--- src/rtl/sap_u_control_sequencer.sv ---
// SAP-U microcoded control unit: a T-state counter plus the IR opcode select the
// control word that steers the bus, register loads, ALU and RAM each cycle.
module sap_u_control_sequencer #(
  parameter int T_STATES = 5,
  parameter int OPCODE_W = 4
) (
  input  logic                clk,
  input  logic                reset,
  input  logic [OPCODE_W-1:0] ir_opcode,
  output logic [2:0]          step,
  output logic                halted,
  output logic                pc_count_en,
  output logic                pc_bus_enable_n,
  output logic                pc_load_n,
  output logic                ram_load_mar_reg,
  output logic                ram_output_enable,
  output logic                ram_control_signal,
  output logic                ir_load_n,
  output logic                ir_bus_enable_n,
  output logic                reg_a_load_n,
  output logic                reg_a_bus_enable_n,
  output logic                reg_b_load_n,
  output logic                reg_b_bus_enable_n,
  output logic                alu_enable,
  output logic                alu_subtract,
  output logic                out_load_n
);

  localparam logic [2:0] T0 = 3'd0;
  localparam logic [2:0] T1 = 3'd1;
  localparam logic [2:0] T2 = 3'd2;
  localparam logic [2:0] T3 = 3'd3;
  localparam logic [2:0] T4 = 3'd4;
  localparam logic [2:0] LAST_STEP = 3'(T_STATES - 1);

  localparam logic [OPCODE_W-1:0] OP_LDA = OPCODE_W'(4'h1);
  localparam logic [OPCODE_W-1:0] OP_ADD = OPCODE_W'(4'h2);
  localparam logic [OPCODE_W-1:0] OP_SUB = OPCODE_W'(4'h3);
  localparam logic [OPCODE_W-1:0] OP_STA = OPCODE_W'(4'h4);
  localparam logic [OPCODE_W-1:0] OP_LDI = OPCODE_W'(4'h5);
  localparam logic [OPCODE_W-1:0] OP_JMP = OPCODE_W'(4'h6);
  localparam logic [OPCODE_W-1:0] OP_OUT = OPCODE_W'(4'hE);
  localparam logic [OPCODE_W-1:0] OP_HLT = OPCODE_W'(4'hF);

  logic [2:0] step_q, step_d;
  logic       halted_q, halted_d;

  // HLT is taken on the edge that ends T2; once halted the counter parks at T0.
  always_comb begin
    step_d   = step_q;
    halted_d = halted_q;
    if (halted_q) begin
      step_d = T0;
    end else if (step_q == T2 && ir_opcode == OP_HLT) begin
      halted_d = 1'b1;
      step_d   = T0;
    end else if (step_q == LAST_STEP) begin
      step_d = T0;
    end else begin
      step_d = step_q + 3'd1;
    end
  end

  always_ff @(posedge clk or posedge reset) begin
    if (reset) begin
      step_q   <= T0;
      halted_q <= 1'b0;
    end else begin
      step_q   <= step_d;
      halted_q <= halted_d;
    end
  end

  assign step   = step_q;
  assign halted = halted_q;

  always_comb begin
    pc_count_en        = 1'b0;
    pc_bus_enable_n    = 1'b1;
    pc_load_n          = 1'b1;
    ram_load_mar_reg   = 1'b1;
    ram_output_enable  = 1'b1;
    ram_control_signal = 1'b0;
    ir_load_n          = 1'b1;
    ir_bus_enable_n    = 1'b1;
    reg_a_load_n       = 1'b1;
    reg_a_bus_enable_n = 1'b1;
    reg_b_load_n       = 1'b1;
    reg_b_bus_enable_n = 1'b1;
    alu_enable         = 1'b0;
    alu_subtract       = 1'b0;
    out_load_n         = 1'b1;
    if (!halted_q) begin
      case (step_q)
        T0: begin
          pc_bus_enable_n  = 1'b0;
          ram_load_mar_reg = 1'b0;
        end
        T1: begin
          ram_output_enable = 1'b0;
          ir_load_n         = 1'b0;
          pc_count_en       = 1'b1;
        end
        T2: begin
          case (ir_opcode)
            OP_LDA, OP_ADD, OP_SUB, OP_STA: begin
              ir_bus_enable_n  = 1'b0;
              ram_load_mar_reg = 1'b0;
            end
            OP_LDI: begin
              ir_bus_enable_n = 1'b0;
              reg_a_load_n    = 1'b0;
            end
            OP_JMP: begin
              ir_bus_enable_n = 1'b0;
              pc_load_n       = 1'b0;
            end
            OP_OUT: begin
              reg_a_bus_enable_n = 1'b0;
              out_load_n         = 1'b0;
            end
            default: ;
          endcase
        end
        T3: begin
          case (ir_opcode)
            OP_LDA: begin
              ram_output_enable = 1'b0;
              reg_a_load_n      = 1'b0;
            end
            OP_ADD, OP_SUB: begin
              ram_output_enable = 1'b0;
              reg_b_load_n      = 1'b0;
              alu_subtract      = (ir_opcode == OP_SUB);
            end
            OP_STA: begin
              reg_a_bus_enable_n = 1'b0;
              ram_control_signal = 1'b1;
            end
            default: ;
          endcase
        end
        T4: begin
          if (ir_opcode == OP_ADD || ir_opcode == OP_SUB) begin
            alu_enable   = 1'b1;
            reg_a_load_n = 1'b0;
            alu_subtract = (ir_opcode == OP_SUB);
          end
        end
        default: ;
      endcase
    end
  end

endmodule

--- config.mk ---
export PLATFORM = sky130hd
export DESIGN_NAME = sap_u_control_sequencer
export DESIGN_NICKNAME = d
export VERILOG_FILES = /design/src/rtl/sap_u_control_sequencer.sv
export SDC_FILE = /design/constraint.sdc
export NUM_CORES = 1
export LEC_CHECK = 0
export BUFFER_PORTS_ARGS = -buffer_cell sky130_fd_sc_hd__buf_2
export CORE_AREA = 2 2 39 41
export DETAILED_ROUTE_END_ITERATION = 8
export DIE_AREA = 0 0 41 43
export MAX_ROUTING_LAYER = met4
export PLACE_DENSITY = 0.66
export SETUP_SLACK_MARGIN = 0.2
export SKIP_CTS_REPAIR_TIMING = 1
export SYNTH_ARGS = -nofsm -noshare
export SYNTH_HDL_FRONTEND = slang
export SYNTH_SLANG_ARGS = --single-unit
export TNS_END_PERCENT = 50
--- constraint.sdc ---
create_clock -name clk -period 3.75 [get_ports clk]
set_input_delay 0.375 -clock clk [delete_from_list [all_inputs] [get_ports clk]]
set_output_delay 0.375 -clock clk [all_outputs]
set_load 0.03 [all_outputs]
==> results.toml, run 1 <==
[placed_design]
place_area_um2 = 607
io_buffers = 23
dp_hpwl_um = 898
finalWeightedCongestion = 0.782

[sta]
rsz0062_at_grt = "false"
finalClockSkew_ps = 1.20
finalCriticalPeriod_ps = 2250
setup_violations = 0
finalHoldViolCount = 0
period_share_pct = 60.1
tns_ps = 0
drv_slew = 0
max_freq_mhz = 444

[global_routing]
grt_pass1_wl_mm = 1.71
grt_max_degree = 11
globalRouteTotalUtil_pct = 14.4
grt_pass1_vias = 417
antenna_found_initial = 0
grt_overflow = 0

[synth]
synth_nets = 73
synthArstFlopShare_pct = 100
synth_cells = 62
synth_commonest_cells = "ha_1, inv_1, dfrtp_1"
synth-main-ff-cell = "dfrtp_1"
ys_top_cells_by_area = "dfrtp_1, ha_1, nor4b_2"
syn_avg_cell_area_um2 = 8.21
yosys.area.top_type = "dfrtp_1"
ys_seq_elements = 4
ys.warnings.count = 0
seq_area_frac_synth_pct = 19.7
ys_types = 33
synthesis.area_um2 = 509
synth_top_area_share_pct = 19.7
synth-edff-count = 0

[pwr]
power.total_w = 0.000500
leakagePower_nw = 0.313
power.density_nw_per_um2 = 794
vdd.ir_drop.worst_uv = 268

[route]
wl_per_cell_um = 11.0
drt-initial-drc-count = 7
first_pass_iters = 4
routed_via_density = 4.99
drc = 0
detail-route-antenna-nets = 0
drt-total-wl_mm = 1.09
via_count = 494

[die]
initial_core_util_pct = 36.8
ios = 25
die_h_um = 43
core_area_um2 = 1380
row_count = 14
dieArea_um2 = 1760
die_w_um = 41

[finish]
design_area_um2 = 629
layout.nets = 96
layout-drive-gt1-share_pct = 37.3
diodes = 0
finish.utilization_pct = 45.5
area_growth_pct = 23.6

[setup_path]
end_kind = "output port"
crit_path_start_kind = "register"
reg2reg_from = "step[0]"
r2r_cells = 5
path_max_fanout = 8
cp.required_ps = 3380
worstReg2RegEnd = "step[0]"
critical_path_class = "reg -> out"
critPathArrivalTime_ps = 1880
reg2reg_slack_ps = 2360

[clocking]
cts_made_buffers = 3
cts_max_level = 1
insertion_delay_ps = 230
cts_root_buffer = "clkbuf_4"
cts_buffer_depth = 2
clk_pin_slew_ps = 40
cts.sinks = 4
cts_tree = "yes"

[flow_run]
cap_viol_max_count = 0

[worst_hold_path]
hp-class = "in -> async"

[run_status]
outcome = "finished clean"
cells in the final DEF (no fill, tap or decap):
cell type  netlist  layout
buf_2            0      23
inv_1            5       5
ha_1             5       5
dfrtp_1          4       4
and2_1           3       3
nand4_1          3       3
nor2_1           3       3
nand2_1          3       3
o21ai_0          3       3
clkbuf_4         0       3
nor3b_1          2       2
nor3_1           2       2
nor4b_2          2       2
nor2b_1          2       2
or3_1            2       2
o31ai_1          2       2
nand2b_4         1       1
o21bai_1         1       1
and2b_2          1       1
o211a_1          1       1
a21oi_1          1       1
a31oi_1          1       1
o21a_1           1       1
or2b_1           1       1
o221ai_1         1       1
nand3_1          1       1
or4_1            1       1
and3_1           1       1
and3b_1          1       1
or3b_2           1       1
o21ai_1          1       1
conb_1           1       1
sequential cells by signal, summed over array words and instances, names as in the netlist:
register and cells:
halted 1, step 3
worst max-delay path, cell delays in order, from the launching register on:
cell and delay, ps:
dfrtp_1 410, ha_1 220, ha_1 270, nor3b_1 210, a31oi_1 60, or3_1 310, buf_2 180
metal layers:
layer | track usage [%] | wire, um | vias to the layer above
li1 | - | - | 260
met1 | 18.0 | 520 | 221
met2 | 21.6 | 513 | 13
met3 | 1.57 | 55 | 0
met4 | 8.00 | 0 | 0
met5 | - | 0 | -
cells by family (layout without fill, tap and decap cells):
kind of cell    Yosys count  count (layout)  share of synthesized area, %
buf+inv                  10              31                          11.1
compound gates           12              12                          15.7
other cells               1               1                         0.736
flops                     4               4                          19.7
fa+ha+maj                 5               5                          12.3
simple gates             30              30                          40.5
layout make-up:
class / count / area [um2]
flip-flops and latches: 4 / 100
inverters: 5 / 18.8
multi-input cells: 48 / 353
clock buffers: 3 / 22.5
repair buffers: 23 / 115
well taps: 16 / 20.0
fillers: 145 / 754
worst max-delay path by stage:
stage / end / slack (ps) / cells after the start / from
3_3_place_gp: reg_a_bus_enable_n / 1780 / 6 / step[0]
4_1_cts: reg_a_bus_enable_n / 1490 / 6 / step[0]
3_5_place_dp: reg_a_bus_enable_n / 1740 / 6 / step[0]
5_1_grt: reg_a_bus_enable_n / 1330 / 6 / step[0]
2_1_floorplan: ram_output_enable / 1350 / 5 / step[1]
6_report: reg_a_bus_enable_n / 1500 / 6 / step[0]
per-stage QoR:
step	hold WS, ps	instances	setup WS [ps]
after global placement	256	96	1780
after CTS	18.4	99	1490
after detailed placement	262	96	1740
final	21.6	99	1500
after global routing	27.7	99	1330
after floorplan	141	62	1350
report_power, final:
part	leakage [nW]	total (W)	internal, W	switching, W
clock network	0.0138	0.0000503	0.0000356	0.0000147
registers	0.0510	0.0000942	0.0000631	0.0000312
logic	0.249	0.000355	0.000117	0.000239
total	0.313	0.000500	0.000215	0.000285
Power figures use the tool's default switching activity.
==> run 2, diff against run 1 <==
==> constraint.sdc (replaced) <==
create_clock -name clk -period 2.23 [get_ports clk]
set_input_delay 0.223 -clock clk [delete_from_list [all_inputs] [get_ports clk]]
set_output_delay 0.223 -clock clk [all_outputs]
set_load 0.03 [all_outputs]
==> run 2 against run 1 <==
Non-clock buffer count rose by 2; utilization grew 3.1 points; combinational power increased by 80%; via count is 2.0% higher; flip-flop and latch count unchanged; die area unchanged; clock power grew 75%; critical path type unchanged; critical endpoint is now ir_bus_enable_n.
==> results.toml, run 2 (synthesis results as in run 1) <==
[sta]
drv_slew = 0
fin_hold_ws_ps = 400
finalClockSkew_ps = 3.01
max_freq_mhz = 516
period_share_pct = 86.9
rsz0062_at_grt = "true"
finalHoldViolCount = 0
worst_slack_ps = 293
setup_violations = 0
finalCriticalPeriod_ps = 1940
tns_ps = 0

[global_routing]
antenna_found_initial = 0
grt_max_degree = 11
globalRouteTotalUtil_pct = 15.9
grt_overflow = 0
grt_pass1_wl_mm = 1.87
grt_pass1_vias = 431

[placed_design]
dp_hpwl_um = 937
place_area_um2 = 607
finalWeightedCongestion = 0.785
io_buffers = 23
pre_cts_ws_ps = 396

[clocking]
cts_max_level = 1
cts_tree = "yes"
cts.sinks = 4
cts_made_buffers = 3
insertion_delay_ps = 230
cts_root_buffer = "clkbuf_4"
cts_buffer_depth = 2
clk_pin_slew_ps = 40

[pwr]
p_sw_share_pct = 55.8
p_clk_share_pct = 9.9
vdd.ir_drop.worst_uv = 554
comb_power_share_pct = 72.0
pwr-share-seq_pct = 18.1
p_switching_w = 0.000496
power.density_nw_per_um2 = 1320
p_int_w = 0.000393
leakagePower_nw = 0.325

[die]
ios = 25
row_count = 14
dieArea_um2 = 1760
die_w_um = 41
core_area_um2 = 1380
die_h_um = 43
initial_core_util_pct = 36.8

[flow_run]
cap_viol_max_count = 0

[finish]
layout.nets = 98
final_common_cell = "buf_2"
area_growth_pct = 31.9
layout-drive-gt1-share_pct = 42.4
finish.utilization_pct = 48.6
design_area_um2 = 672
largest_register_ffs = 3
final_cell_mix = "buf_2, inv_1, dfrtp_1"
diodes = 0

[setup_path]
end_kind = "output port"
path_max_fanout = 7
critPathArrivalTime_ps = 1710
cp.required_ps = 2010
critical_path_class = "reg -> out"
crit_path_start_kind = "register"

[route]
routed_via_density = 4.99
detail-route-antenna-nets = 0
first_pass_iters = 3
drt-total-wl_mm = 1.20
via_count = 504
drc = 0
drt-initial-drc-count = 11
wl_per_cell_um = 11.9

[worst_hold_path]
hp-class = "in -> reg"

[run_status]
outcome = "finished clean"
[run 2: changes by cell type in the layout (fill, tap and decap cells not counted), sizes merged]
| cell | change |
|---|---|
| buf | +1 |
| dlygate4sd3 | +1 |
[run 2: path summary, 6_finish.rpt]
path	endpoint	slack (ps)	from	cells past startpoint
max	ir_bus_enable_n	290	step[0]	5
min	halted	400	ir_opcode[0]	3
max reg2reg	step[2]	870	step[0]	5
min reg2reg	step[0]	520	step[0]	1
max in group asynchronous	step[0]	1650	reset	3
min in group asynchronous	halted	430	reset	3
[run 2: routing by layer]
metal	track usage, %	up-vias	share of wire, %
met5	-	-	0
met1	21.5	223	47
met2	22.8	17	47
met3	1.57	0	5.6
li1	-	264	-
met4	8.00	0	0
[run 2: power by group through the flow]
stage	registers (W)	clock network, W	logic [W]
floorplan	0.000213	0	0.000395
global placement	0.000158	0	0.000604
detailed placement	0.000160	0	0.000607
CTS	0.000160	0.0000959	0.000608
global route	0.000171	0.0000960	0.000705
finish	0.000161	0.0000881	0.000640
[run 2: layout make-up]
cell class,count,area (um2)
clock buffers,3,22.5
well taps,16,20.0
inverters,5,18.8
multi-input cells,48,375
repair buffers,25,135
fillers,154,712
flip-flops and latches,4,100
[run 2: per-stage QoR]
stage	total power, W	cells
CTS	0.000864	99
global placement	0.000762	96
detailed placement	0.000767	96
finish	0.000889	101
global route	0.000972	101
floorplan	0.000608	62
[run 2: worst max-delay path: stages, from the launching register on]
cell and delay [ps]:
dfrtp_1 410, inv_1 100, ha_2 240, nand2b_4 100, or4_1 460, buf_2 190
